--- src/rtl/entradas_usuario_pkg.sv ---
// entradas_pkg: shared definitions for the entradas_usuario user-input peripheral.
//   - dir_t      : 2-bit word select on the register bus
//   - DIR_*      : register map word addresses
//   - DATA_W     : width of the read/write data bus
//   - flags_next : sticky-flag update rule (W1C with set priority)
package entradas_pkg;

    typedef logic [1:0] dir_t;

    localparam dir_t DIR_SW    = 2'd0;
    localparam dir_t DIR_BTN   = 2'd1;
    localparam dir_t DIR_FLAGS = 2'd2;
    localparam dir_t DIR_MASK  = 2'd3;

    localparam int DATA_W = 32;

    // Clear first, then OR in new events, so a rise that lands in the same
    // cycle as its own clear survives.
    function automatic logic [DATA_W-1:0] flags_next(input logic [DATA_W-1:0] cur,
                                                     input logic [DATA_W-1:0] set,
                                                     input logic [DATA_W-1:0] clr);
        return (cur & ~clr) | set;
    endfunction

endpackage

--- src/rtl/entradas_usuario_if.sv ---
// entradas_usuario_if: register bus between the core load/store path and the
// user-input peripheral.
//   addr_i  : word select (see entradas_pkg DIR_*)
//   we_i    : write strobe
//   wdata_i : write data
//   rdata_o : registered read data (1-cycle latency)
//   irq_o   : registered level interrupt
// master = core side, slave = peripheral side.
interface entradas_usuario_if;
    entradas_pkg::dir_t        addr_i;
    logic                      we_i;
    logic [31:0]               wdata_i;
    logic [31:0]               rdata_o;
    logic                      irq_o;

    modport master (
        output addr_i, we_i, wdata_i,
        input  rdata_o, irq_o
    );

    modport slave (
        input  addr_i, we_i, wdata_i,
        output rdata_o, irq_o
    );
endinterface

--- src/rtl/entradas_usuario_antirrebote.sv ---
// antirrebote: one button input -> 2-FF synchroniser -> optional debounce.
//   clk_i, reset_i : clock, asynchronous active-high reset
//   pin_i          : raw asynchronous pin
//   level_o        : accepted (stable) level
// Optional feature macro: ENTRADAS_DEBOUNCE_EN. When defined, the level only
// follows the synchronised pin after DEB_CYCLES consecutive mismatching cycles;
// otherwise the level is the synchroniser output.
module antirrebote #(
    parameter int DEB_CYCLES = 50000
) (
    input  logic clk_i,
    input  logic reset_i,
    input  logic pin_i,
    output logic level_o
);

    logic s1_q, s2_q;

    always_ff @(posedge clk_i or posedge reset_i) begin
        if (reset_i) begin
            s1_q <= 1'b0;
            s2_q <= 1'b0;
        end else begin
            s1_q <= pin_i;
            s2_q <= s1_q;
        end
    end

`ifdef ENTRADAS_DEBOUNCE_EN
    localparam int CW = $clog2(DEB_CYCLES + 1);

    logic [CW-1:0] cnt_q, cnt_d;
    logic          lvl_q, lvl_d;

    if (DEB_CYCLES < 1) begin : g_bad_deb
        $error("antirrebote: DEB_CYCLES must be >= 1");
    end

    // Counter runs only while the input disagrees with the accepted level;
    // any agreement restarts it, so short glitches never accumulate.
    always_comb begin
        cnt_d = '0;
        lvl_d = lvl_q;
        if (s2_q != lvl_q) begin
            if (cnt_q == CW'(DEB_CYCLES - 1)) begin
                lvl_d = ~lvl_q;
                cnt_d = '0;
            end else begin
                cnt_d = cnt_q + CW'(1);
            end
        end
    end

    always_ff @(posedge clk_i or posedge reset_i) begin
        if (reset_i) begin
            cnt_q <= '0;
            lvl_q <= 1'b0;
        end else begin
            cnt_q <= cnt_d;
            lvl_q <= lvl_d;
        end
    end

    assign level_o = lvl_q;
`else
    if (DEB_CYCLES < 1) begin : g_bad_deb
        $error("antirrebote: DEB_CYCLES must be >= 1");
    end

    assign level_o = s2_q;
`endif

endmodule

--- src/rtl/entradas_usuario.sv ---
// entradas_usuario: memory-mapped switches/buttons peripheral.
//   clk_i, reset_i : clock, asynchronous active-high reset
//   switches_i     : N_SW raw switch pins (2-FF synchronised, read at DIR_SW)
//   botones_i      : N_BTN raw button pins (antirrebote per bit, read at DIR_BTN)
//   bus            : entradas_usuario_if.slave register port
// Register map: 0 SW (RO), 1 BTN (RO), 2 FLAGS (sticky rise flags, W1C),
// 3 IRQ_MASK (RW). irq_o = registered |(FLAGS & IRQ_MASK).
// Optional feature macro: ENTRADAS_DEBOUNCE_EN (button debounce, see antirrebote).
module entradas_usuario
    import entradas_pkg::*;
#(
    parameter int N_SW       = 16,
    parameter int N_BTN      = 4,
    parameter int DEB_CYCLES = 50000
) (
    input  logic             clk_i,
    input  logic             reset_i,
    input  logic [N_SW-1:0]  switches_i,
    input  logic [N_BTN-1:0] botones_i,
    entradas_usuario_if.slave bus
);

    if (N_SW < 1 || N_SW > 32) begin : g_bad_nsw
        $error("entradas_usuario: N_SW must be in 1..32");
    end
    if (N_BTN < 1 || N_BTN > 32) begin : g_bad_nbtn
        $error("entradas_usuario: N_BTN must be in 1..32");
    end

    // ---------------- switches ----------------
    logic [N_SW-1:0] sw_s1_q, sw_s2_q;

    always_ff @(posedge clk_i or posedge reset_i) begin
        if (reset_i) begin
            sw_s1_q <= '0;
            sw_s2_q <= '0;
        end else begin
            sw_s1_q <= switches_i;
            sw_s2_q <= sw_s1_q;
        end
    end

    // ---------------- buttons ----------------
    logic [N_BTN-1:0] lvl;

    for (genvar i = 0; i < N_BTN; i++) begin : g_btn
        antirrebote #(.DEB_CYCLES(DEB_CYCLES)) u_ar (
            .clk_i   (clk_i),
            .reset_i (reset_i),
            .pin_i   (botones_i[i]),
            .level_o (lvl[i])
        );
    end

    // ---------------- flags / mask ----------------
    logic [N_BTN-1:0] prev_q;
    logic [N_BTN-1:0] flags_q, flags_d;
    logic [N_BTN-1:0] mask_q, mask_d;
    logic [N_BTN-1:0] rise, clr;
    logic             wr_flags, wr_mask;
    logic [31:0]      flags_full;

    assign wr_flags = bus.we_i && (bus.addr_i == DIR_FLAGS);
    assign wr_mask  = bus.we_i && (bus.addr_i == DIR_MASK);
    assign rise     = lvl & ~prev_q;
    assign clr      = wr_flags ? bus.wdata_i[N_BTN-1:0] : '0;

    assign flags_full = flags_next(32'(flags_q), 32'(rise), 32'(clr));
    assign flags_d    = flags_full[N_BTN-1:0];
    assign mask_d     = wr_mask ? bus.wdata_i[N_BTN-1:0] : mask_q;

    // Upper write-data bits have no storage behind them.
    logic unused_wdata;
    assign unused_wdata = ^{bus.wdata_i, flags_full};

    // ---------------- read port / irq ----------------
    logic [31:0] rdata_q, rdata_d;
    logic        irq_q, irq_d;

    always_comb begin
        rdata_d = '0;
        unique case (bus.addr_i)
            DIR_SW:    rdata_d = 32'(sw_s2_q);
            DIR_BTN:   rdata_d = 32'(lvl);
            DIR_FLAGS: rdata_d = 32'(flags_q);
            DIR_MASK:  rdata_d = 32'(mask_q);
            default:   rdata_d = '0;
        endcase
    end

    assign irq_d = |(flags_q & mask_q);

    always_ff @(posedge clk_i or posedge reset_i) begin
        if (reset_i) begin
            prev_q  <= '0;
            flags_q <= '0;
            mask_q  <= '0;
            rdata_q <= '0;
            irq_q   <= 1'b0;
        end else begin
            prev_q  <= lvl;
            flags_q <= flags_d;
            mask_q  <= mask_d;
            rdata_q <= rdata_d;
            irq_q   <= irq_d;
        end
    end

    assign bus.rdata_o = rdata_q;
    assign bus.irq_o   = irq_q;

endmodule
--- src/flat_wrapper.sv ---
// flat-port wrapper written by rule: the top's interface ports become plain ports
module entradas_usuario_flat import entradas_pkg::*;
#(
    parameter int N_SW       = 16,
    parameter int N_BTN      = 4,
    parameter int DEB_CYCLES = 50000
)
  (clk_i, reset_i, switches_i, botones_i, bus_addr_i, bus_we_i, bus_wdata_i, bus_rdata_o, bus_irq_o);
  entradas_usuario_if bus_i ();
  input  logic clk_i;
  input  logic reset_i;
  input  logic [N_SW-1:0] switches_i;
  input  logic [N_BTN-1:0] botones_i;
  input wire logic [$bits(bus_i.addr_i)-1:0] bus_addr_i;
  input wire logic [$bits(bus_i.we_i)-1:0] bus_we_i;
  input wire logic [$bits(bus_i.wdata_i)-1:0] bus_wdata_i;
  output wire logic [$bits(bus_i.rdata_o)-1:0] bus_rdata_o;
  output wire logic [$bits(bus_i.irq_o)-1:0] bus_irq_o;
  assign bus_i.addr_i = bus_addr_i;
  assign bus_i.we_i = bus_we_i;
  assign bus_i.wdata_i = bus_wdata_i;
  assign bus_rdata_o = bus_i.rdata_o;
  assign bus_irq_o = bus_i.irq_o;
  entradas_usuario #(.N_SW(N_SW), .N_BTN(N_BTN), .DEB_CYCLES(DEB_CYCLES)) u_core (.clk_i(clk_i), .reset_i(reset_i), .switches_i(switches_i), .botones_i(botones_i), .bus(bus_i));
endmodule
--- config.mk ---
export PLATFORM = sky130hd
export DESIGN_NAME = entradas_usuario_flat
export DESIGN_NICKNAME = d
export VERILOG_FILES = /design/src/rtl/entradas_usuario_pkg.sv /design/src/rtl/entradas_usuario_if.sv /design/src/rtl/entradas_usuario_antirrebote.sv /design/src/rtl/entradas_usuario.sv /design/src/flat_wrapper.sv
export SDC_FILE = /design/constraint.sdc
export NUM_CORES = 1
export LEC_CHECK = 0
export CAP_MARGIN = 10
export CORE_MARGIN = 2
export CORE_UTILIZATION = 45
export CTS_CLUSTER_DIAMETER = 60
export DETAILED_ROUTE_END_ITERATION = 10
export GPL_TIMING_DRIVEN = 0
export MAX_ROUTING_LAYER = met4
export PLACE_DENSITY = 0.83
export RECOVER_POWER = 50
export SKIP_CTS_REPAIR_TIMING = 1
export SLEW_MARGIN = 20
export SYNTH_ARGS = -nofsm -noshare
export SYNTH_HDL_FRONTEND = slang
export SYNTH_HIERARCHICAL = 1
export SYNTH_SLANG_ARGS = --single-unit
--- constraint.sdc ---
create_clock -name clk_i -period 3.7 [get_ports clk_i]
set_clock_uncertainty 0.1 [all_clocks]
set_input_delay 0.555 -clock clk_i [delete_from_list [all_inputs] [get_ports clk_i]]
set_output_delay 0.555 -clock clk_i [all_outputs]
set_load 0.05 [all_outputs]
Word-level counts from Yosys, hierarchy flattened
Cells that the tools add are included.
{"block": "totals", "romBits": 0, "regBits": 85, "latchBits": 0, "ramBits": 0, "word_cells": 30, "n_memories": 0, "in_bits": 57}
{"block": "classes", "eq_ne": 3, "bitwise_logic": 6, "shift": 0, "addsub": 0, "mux": 2, "n_lt_le_gt_ge": 0, "mul": 0, "n_reduce_logical": 4, "n_div": 0}
{"cell": "one-hot mux 32 bit (4 select lines)", "count": 1}
{"cell": "bitwise AND 4 bit", "count": 3}
{"cell": "NOT 4 bit", "count": 2}
{"cell": "== test 2 bit, second input constant", "count": 2}
{"cell": "two-way mux 4 bit", "count": 1}
{"cell": "bitwise OR 4 bit", "count": 1}
{"cell": "OR reduction 4 bit", "count": 1}
{"cell": "== test 2 x 1 -> 1 bit, second input constant", "count": 1}
{"cell": "logical AND 1 bit", "count": 2}
{"cell": "zero test 2 bit", "count": 1}

Depth between registers and ports, before layout
Gate-level depths: netlist (run 1).
{"block": "logic_depth", "depth_word": 6, "mapped_depth": 4, "depth_no_buf": 2}

By module
Netlist (run 1), hierarchy kept.
{"mod": "entradas_usuario", "n_inst": 1, "seq_area_each_um2": 1526.5, "cells_per_inst": 119, "area_per_inst_um2": 2016.9}
{"mod": "antirrebote", "n_inst": 4, "seq_area_each_um2": 50.0, "cells_per_inst": 3, "area_per_inst_um2": 53.8}

Worst setup path after synthesis (run 1)
OpenSTA, ideal clock, no wires.
{"block": "synth_timing", "path_kind": "input-to-reg", "from": "input port bus_addr_i[0]", "to": "register u_core.rdata_q[0] (netlist: u_core/bus.rdata_o[0])", "setup_ps": 138, "arrival_time_ps": 1157, "required_time_ps": 3462, "stages": 2, "setup_slack_ps": 2305, "cell_sequence": "buf_6 -> mux4_2"}
{"block": "synth_via", "elab_chain_len": 2, "word_cells_on_any_way": 5, "classes_between": "eq/ne (3); mux (1); reduce/logical (1)"}
{"item": "start, declared", "line_no": "flat_wrapper.sv:14", "rtl": "input wire logic [$bits(bus_i.addr_i)-1:0] bus_addr_i;"}
{"item": "== test 2 bit (tied with other cells)", "line_no": "entradas_usuario.sv:82", "rtl": "unique case (bus.addr_i)"}
{"item": "one-hot mux 32 bit (4 select lines) (*)", "line_no": "entradas_usuario.sv:82"}
{"item": "net u_core.rdata_d[0]", "line_no": "entradas_usuario.sv:77", "rtl": "logic [31:0] rdata_q, rdata_d;"}
{"item": "end signal, assigned", "line_no": "entradas_usuario.sv:104", "rtl": "rdata_q <= rdata_d;"}
{"item": "end, declared", "line_no": "entradas_usuario.sv:77"}
Mark *: on every way through the listed nets, which the timed path passes. The rest lies on a longest branch. The select of a mux whose other input is x is not followed.
A chain may end at the register's enable or synchronous reset.

Final worst setup path (run 1)
{"block": "layout_timing", "from": "register u_core.irq_q (netlist: u_core/bus.irq_o)", "to": "output port bus_irq_o"}
{"item": "start, declared", "line_no": "entradas_usuario.sv:78", "rtl": "logic irq_q, irq_d;"}
{"item": "start signal, assigned", "line_no": "entradas_usuario.sv:105", "rtl": "irq_q <= irq_d;"}
{"item": "end, declared", "line_no": "flat_wrapper.sv:18", "rtl": "output wire logic [$bits(bus_i.irq_o)-1:0] bus_irq_o;"}
No word-level cell between the ends.

==> results_dict.tcl, run 1 <==
set metrics [dict create \
    status "finished clean" \
    p_per_area_nw_per_um2 545 \
    cts_buffer_depth 2 \
    first_pass_iters 4 \
    yosysMostFrequentCell "dfrtp_1" \
    n_fill_cell 377 \
    die_x_um 74.4 \
    yosys-top-cells-count "dfrtp_1, buf_4, and2_1, inv_1" \
    worstPathMaxFanout 1 \
    muxShareOfSynthArea_pct 6.05 \
    async_reset_ff_share_pct 100 \
    fin_setup_tns_ns 0 \
    cts-root-buf "clkbuf_8" \
    totalWireLength_mm 3.35 \
    fin_crit_sh_pct 57.5 \
    syn_area_per_cell_sq_um 17.0 \
    die_height_um 74.4 \
    overflow 0 \
    core-area_sq_um 4750 \
    drive_gt1_share_pct 20.1 \
    num_rows 25 \
    synth_top_cell_by_area "dfrtp_1" \
    grt_max_degree 62 \
    clkSlewWorstSetupHoldPaths_ns 0.07 \
    synth_edf_count 0 \
    reg2reg_depth 1 \
    final_area_sq_um 2980 \
    tritoncts "done" \
    antenna_cells 0 \
    clk_latency_ns 0.33 \
    hold_class "reg2reg" \
    max_slew_margin_pct 52.6 \
    numClockSinks 69 \
    multi_input_area_sq_um 368 \
    min_from "u_core/sw_s1_q[11]" \
    crit_required_ns 3.04 \
    dpl.cell_count 256 \
    r2r-end "u_core/bus.rdata_o[1]" \
    setup_viol 0 \
    p_total_mw 1.63 \
    synth_top_family_by_area "buffers and inverters" \
    cts_buffers 9 \
    gp_congestion 0.748 \
    tightest_slew_ns 0.711 \
    synthFlopType "dfrtp_1" \
    dr_total_vias 1158 \
    drtAntennaViolNets 0 \
    ys_seq_area_share_pct 77.4 \
    path_buf_inv 1 \
    whs_path_depth 0 \
    hold_viol 0 \
    drcViolationCount 0 \
    slowest_stage "clkdlybuf4s50_1" \
    r2r_start "u_core/mask_q[1]" \
    min_to "u_core/sw_s2_q[11]" \
    synthSimpleGateAreaFrac_pct 6.05 \
    viasPerCell 4.27 \
    grt_pass1_vias 1190 \
    placed_area_sq_um 2810 \
    path_depth 1 \
    cellLeakagePower_nw 1.39 \
    grt_pass1_wl_mm 5.44 \
    arrival_ns 1.47 \
    rsz0062_at_grt "no" \
    synth_xor_area_share_pct 0 \
    antenna_found_initial 0 \
    syn-cell-area_sq_um 2230 \
    r2r_slack_ns 2.60 \
    area_delta_synth_final_pct 33.6 \
    dieArea_sq_um 5540 \
    boundaryPins 90 \
    synth_seq_cells 69 \
    start_kind "flip-flop" \
    synthAdderAreaFrac_pct 0 \
    fin_crit_ns 2.13 \
    io_buffers 43 \
    start_util_pct 46.9 \
    critPathCaptureType "output pin" \
    irDropWorstVdd_uv 320 \
    cp_top_family "buffers and inverters" \
    synth-compound-area-share_pct 2.24 \
    maxCapViolCount 0 \
    path_cells "clkdlybuf4s50_1" \
    final_cell_count_no_fill 271 \
    drv_slew 0 \
    synthTopCellsByArea "dfrtp_1, buf_4, mux4_2, and2_1, mux2_2" \
    yosys_warnings 6 \
    crit_type "reg2out" \
    first_iter_violations 58 \
    htreeDepth 3 \
    postSynthCellCount 131 \
    regArea_sq_um 1730 \
    synthDistinctLibCells 15 \
    grtUsageTotal_pct 14.8 \
    wire_per_inst_um 12.4 \
    fmax_ghz 0.470 \
    synth_top_area_share_pct 77.4 \
    dp_hpwl_mm 2.30 \
    cp_slowest_stage_delay_ns 0.81 \
    layout.nets 257 \
]
[routing by layer]
metal	part of all wire (%)	up-vias	global-route usage, %
li1	-	525	-
met1	40	564	16.4
met2	50	58	22.6
met3	7.6	11	6.91
met4	2.3	0	6.94
met5	0	-	-
[registers in the layout, summed over array words and instances (netlist names)]
name,count
u_core/bus.rdata_o,16
u_core/sw_s1_q,16
u_core/sw_s2_q,16
u_core/flags_q,4
u_core/g_btn.u_ar/level_o,4
u_core/g_btn.u_ar/s1_q,4
u_core/mask_q,4
u_core/prev_q,4
u_core/bus.irq_o,1
[final cells by class]
cell class                 instances  area share [%]
timing repair buffer              43            14.4
clock buffer                      11            5.08
clock inverter                     4            1.59
sequential                        69            57.9
multi-input combinational         49            12.3
inverter                           9            1.22
tap                               67            2.81
buffer                            19            4.66
[kinds of logic (layout without fill, tap and decap cells)]
group,after synthesis,after routing
DFF,69,69
and+or+nand+nor,19,19
other,1,16
AOI/OAI and AO/OA,6,6
buffers and inverters,28,86
muxes,8,8
[how the worst max path moves through the flow]
stage,start,end,slack (ns)
finish,u_core/bus.irq_o,bus_irq_o,1.57
global route,u_core/bus.rdata_o[13],bus_rdata_o[13],1.52
CTS,u_core/bus.irq_o,bus_irq_o,1.55
detailed placement,bus_we_i,u_core/mask_q[0],1.89
global placement,reset_i,u_core/bus.rdata_o[6],0.51
floorplan,reset_i,u_core/bus.irq_o,1.53
[where the power goes]
group / switching [mW] / internal [mW] / total, mW
Clock: 0.254 / 0.342 / 0.596
Sequential: 0.0204 / 0.804 / 0.824
Combinational: 0.127 / 0.0796 / 0.207
[per-stage QoR]
| step | setup WS, ns | utilization [%] | hold WS [ns] |
|---|---|---|---|
| after floorplan | 1.53 | - | 0.196 |
| after global placement | 0.508 | 58.9 | 0.232 |
| after detailed placement | 1.89 | 59.0 | 0.235 |
| after CTS | 1.55 | 63.2 | 0.250 |
| after global routing | 1.52 | 62.7 | 0.260 |
| final | 1.57 | 62.7 | 0.248 |
[cell usage in the layout, fill, tap and decap left out]
| cell | n |
|---|---|
| dfrtp_1 | 69 |
| a22oi_1 | 2 |
| nand3_1 | 1 |
| mux4_2 | 4 |
| inv_4 | 1 |
| nand4b_1 | 4 |
| a22o_1 | 4 |
| and2_0 | 9 |
| bufinv_16 | 1 |
| dlygate4sd3_1 | 22 |
| clkdlybuf4s50_1 | 21 |
| clkinvlp_4 | 1 |
| clkbuf_8 | 11 |
| buf_4 | 16 |
| conb_1 | 16 |
| mux2_2 | 4 |
| nor2_1 | 1 |
| nand2_1 | 1 |
| inv_1 | 8 |
| and2_1 | 3 |
| clkbuf_1 | 2 |
| clkinv_2 | 2 |
| buf_6 | 1 |
Note: power is estimated with default switching activity, not from simulation.
==> inputs of run 2 (changes only) <==
Settings changed: CORE_UTILIZATION 45 to 42, PLACE_DENSITY 0.83 to 0.78.
Clock period 3.7 ns to 2.2 ns, I/O delays scaled along.
==> results_dict.tcl, run 2 (synthesis gave the netlist of run 1 again) <==
set metrics [dict create \
    min_to "u_core/sw_s2_q[4]" \
    layout_commonest_cell "dfrtp_1" \
    p_per_area_nw_per_um2 880 \
    boundaryPins 90 \
    dp_hpwl_mm 2.27 \
    grtUsageTotal_pct 12.2 \
    first_pass_iters 4 \
    crit_required_ns 1.77 \
    final_area_sq_um 2960 \
    fmax_ghz 0.534 \
    fin_crit_ns 1.87 \
    cp_slowest_stage_delay_ns 0.80 \
    status "finished clean" \
    area_delta_synth_final_pct 32.5 \
    wire_per_inst_um 11.7 \
    post-place-ws_ns 0.569 \
    tritoncts "done" \
    hold_viol 0 \
    path_cells "clkdlybuf4s50_1" \
    path_buf_inv 1 \
    numClockSinks 69 \
    clkSlewWorstSetupHoldPaths_ns 0.07 \
    cp_top_family "buffers and inverters" \
    max_slew_margin_pct 20.6 \
    die_height_um 76.9 \
    setup_viol 0 \
    irDropWorstVdd_uv 409 \
    crit_type "reg2out" \
    drv_slew 0 \
    whs_path_depth 0 \
    antenna_found_initial 0 \
    setup_slack_ns 0.326 \
    dr_total_vias 1098 \
    num_rows 26 \
    dieArea_sq_um 5910 \
    cts-root-buf "clkbuf_8" \
    grt_pass1_wl_mm 5.23 \
    antenna_cells 0 \
    grt_max_degree 62 \
    start_kind "flip-flop" \
    rsz0062_at_grt "no" \
    tightest_slew_ns 1.19 \
    totalWireLength_mm 3.23 \
    reg2reg_depth 1 \
    cts_buffers 9 \
    critPathCaptureType "output pin" \
    cellLeakagePower_nw 1.38 \
    placed_area_sq_um 2810 \
    io_buffers 43 \
    first_iter_violations 128 \
    r2r-end "u_core/bus.rdata_o[1]" \
    start_util_pct 43.7 \
    hold_class "reg2reg" \
    slowest_stage "clkdlybuf4s50_1" \
    arrival_ns 1.44 \
    cts_buffer_depth 2 \
    r2r_start "u_core/mask_q[1]" \
    drcViolationCount 0 \
    die_x_um 76.9 \
    clk_latency_ns 0.32 \
    drive_gt1_share_pct 18.5 \
    htreeDepth 3 \
    r2r_slack_ns 1.09 \
    worstPathMaxFanout 1 \
    fin_crit_sh_pct 85.2 \
    layout.cells.most_common_list "dfrtp_1, dlygate4sd3_1, clkdlybuf4s50_1" \
    maxCapViolCount 0 \
    viasPerCell 3.99 \
    grt_pass1_vias 1059 \
    drtAntennaViolNets 0 \
    gp_congestion 0.779 \
    overflow 0 \
    min_from "u_core/sw_s1_q[4]" \
    core-area_sq_um 5110 \
    layout.nets 257 \
]
## run 2: cell count changes in the layout (fill, tap and decap cells not counted), sizes merged
cell / delta
bufinv: -1
clkbuf: +4
clkinv: -1
clkinvlp: -1
## run 2: layer usage
metal	part of all wire [%]	track usage, %	vias to the layer above
met5	0	-	-
met4	2.2	8.73	0
met3	3.3	2.94	5
met2	51	16.4	29
met1	44	16.4	537
li1	-	-	527
## run 2: area by class of cell
type                       instances  area [sq um]
multi-input combinational         49           368
inverter                           9          33.8
buffer                            19           139
sequential                        69          1730
fill                             404          2150
tap                               70          87.6
clock buffer                      15           166
timing repair buffer              43           430
clock inverter                     1          5.00
## run 2: per-stage QoR
step / total power [mW] / util [%] / std cells / TNS (ns) / hold WS (ns)
floorplan: 1.65 / - / 146 / 0 / -0.0288
global placement: 1.76 / 54.9 / 259 / -47.03 / 0.232
detailed placement: 1.77 / 55.0 / 259 / 0 / 0.235
CTS: 2.64 / 58.4 / 275 / 0 / 0.226
global route: 2.71 / 57.9 / 275 / 0 / 0.249
finish: 2.60 / 57.9 / 275 / 0 / 0.243
## run 2: how the worst max path moves through the flow
stage                            from  cells past startpoint               endpoint  slack, ns
2_1_floorplan                 reset_i                      1       u_core/bus.irq_o       0.26
3_3_place_gp                  reset_i                      2  u_core/bus.rdata_o[8]      -0.77
3_5_place_dp                 bus_we_i                      3       u_core/mask_q[2]       0.57
4_1_cts        u_core/bus.rdata_o[11]                      1        bus_rdata_o[11]       0.30
5_1_grt                       reset_i                      2     u_core/sw_s1_q[12]       0.21
6_report        u_core/bus.rdata_o[2]                      1         bus_rdata_o[2]       0.33
## run 2: where the power goes
part           switching (mW)  internal [mW]  leakage [nW]
Sequential             0.0348           1.35         0.816
Combinational           0.211          0.134         0.474
Clock                   0.397          0.471        0.0877
Total                   0.643           1.96          1.38
==> inputs of run 3 (changes only) <==
Settings changed: CORE_MARGIN 2 to default, CORE_UTILIZATION 42 to 35, PLACE_DENSITY 0.78 to 0.67.
==> results_dict.tcl, run 3 (synthesis gave the netlist of run 1 again) <==
set metrics [dict create \
    core-area_sq_um 6030 \
    start_kind "flip-flop" \
    cts_buffers 9 \
    grt_max_degree 36 \
    placed_area_sq_um 2840 \
    layout_commonest_cell "dfrtp_1" \
    totalWireLength_mm 3.36 \
    dp_hpwl_mm 2.38 \
    min_from "u_core/sw_s1_q[9]" \
    hold_viol 0 \
    final_area_sq_um 3020 \
    max_slew_margin_pct 17.8 \
    min_to "u_core/sw_s2_q[9]" \
    slowest_stage "clkdlybuf4s50_1" \
    status "finished clean" \
    wire_per_inst_um 11.9 \
    irDropWorstVdd_uv 390 \
    clkSlewWorstSetupHoldPaths_ns 0.07 \
    tritoncts "done" \
    first_iter_violations 67 \
    fin_crit_sh_pct 85.7 \
    maxCapViolCount 0 \
    die_x_um 81.9 \
    post-route-util_pct 50.1 \
    grt_pass1_vias 1068 \
    reg2reg_depth 1 \
    clk_latency_ns 0.32 \
    overflow 0 \
    num_rows 28 \
    start_util_pct 37.0 \
    area_delta_synth_final_pct 35.2 \
    r2r_slack_ns 1.08 \
    hold_class "reg2reg" \
    tightest_slew_ns 1.23 \
    drv_slew 0 \
    rsz0062_at_grt "no" \
    gp_congestion 0.751 \
    crit_required_ns 1.77 \
    arrival_ns 1.45 \
    path_cells "clkdlybuf4s50_1" \
    p_total_mw 2.72 \
    io_buffers 43 \
    numClockSinks 69 \
    p_per_area_nw_per_um2 902 \
    grtUsageTotal_pct 12.2 \
    setup_viol 0 \
    cts_buffer_depth 2 \
    path_buf_inv 1 \
    first_pass_iters 4 \
    antenna_cells 0 \
    layout.nets 258 \
    viasPerCell 3.95 \
    cp_slowest_stage_delay_ns 0.80 \
    grt_pass1_wl_mm 5.42 \
    htreeDepth 3 \
    dieArea_sq_um 6700 \
    drive_gt1_share_pct 20.4 \
    drtAntennaViolNets 0 \
    r2r-end "u_core/bus.rdata_o[2]" \
    dr_total_vias 1111 \
    fmax_ghz 0.531 \
    whs_path_depth 0 \
    layout.cells.most_common_list "dfrtp_1, clkdlybuf4s50_1, dlygate4sd3_1" \
    cellLeakagePower_nw 1.39 \
    cts-root-buf "clkbuf_8" \
    fin_crit_ns 1.88 \
    cp_top_family "buffers and inverters" \
    die_height_um 81.9 \
    r2r_start "u_core/mask_q[2]" \
    boundaryPins 90 \
    crit_type "reg2out" \
    drcViolationCount 0 \
    critPathCaptureType "output pin" \
    antenna_found_initial 0 \
    worstPathMaxFanout 1 \
]
-- run 3: metal layers --
metal	wire, um	vias up	share of wire (%)	global-route usage [%]
li1	-	534	-	-
met5	0	-	0	-
met4	99	0	2.9	10.0
met2	1590	38	47	15.2
met3	166	9	4.9	3.78
met1	1500	530	45	15.9
-- run 3: how the worst max path moves through the flow --
stage	from	endpoint	slack (ns)	cells after the start
floorplan	reset_i	u_core/bus.irq_o	0.26	1
global placement	reset_i	u_core/bus.rdata_o[10]	-0.86	2
detailed placement	bus_we_i	u_core/mask_q[3]	0.57	3
CTS	u_core/bus.rdata_o[9]	bus_rdata_o[9]	0.28	1
global route	u_core/bus.rdata_o[13]	bus_rdata_o[13]	0.25	1
finish	u_core/bus.rdata_o[13]	bus_rdata_o[13]	0.32	1
-- run 3: layout make-up --
cell class / count / area, sq um
repair buffers: 44 / 450
inverters: 9 / 35.0
multi-input cells: 49 / 380
clock buffers: 12 / 145
well taps: 75 / 93.8
plain buffers: 19 / 139
flip-flops and latches: 69 / 1730
fillers: 556 / 3010
clock inverters: 4 / 47.5
-- run 3: per-stage QoR --
| stage | TNS (ns) | hold slack (ns) | setup WS [ns] | cells |
|---|---|---|---|---|
| 2_1_floorplan | 0 | -0.0288 | 0.257 | 146 |
| 3_3_place_gp | -52.39 | 0.232 | -0.862 | 264 |
| 3_5_place_dp | 0 | 0.235 | 0.571 | 265 |
| 4_1_cts | 0 | 0.200 | 0.284 | 281 |
| 5_1_grt | 0 | 0.254 | 0.250 | 281 |
| 6_report | 0 | 0.249 | 0.315 | 281 |
-- run 3: where the power goes --
| group | leakage, nW | switching [mW] | internal [mW] |
|---|---|---|---|
| registers | 0.816 | 0.0344 | 1.35 |
| clock network | 0.0964 | 0.433 | 0.552 |
| logic | 0.481 | 0.213 | 0.139 |
| total | 1.39 | 0.680 | 2.04 |
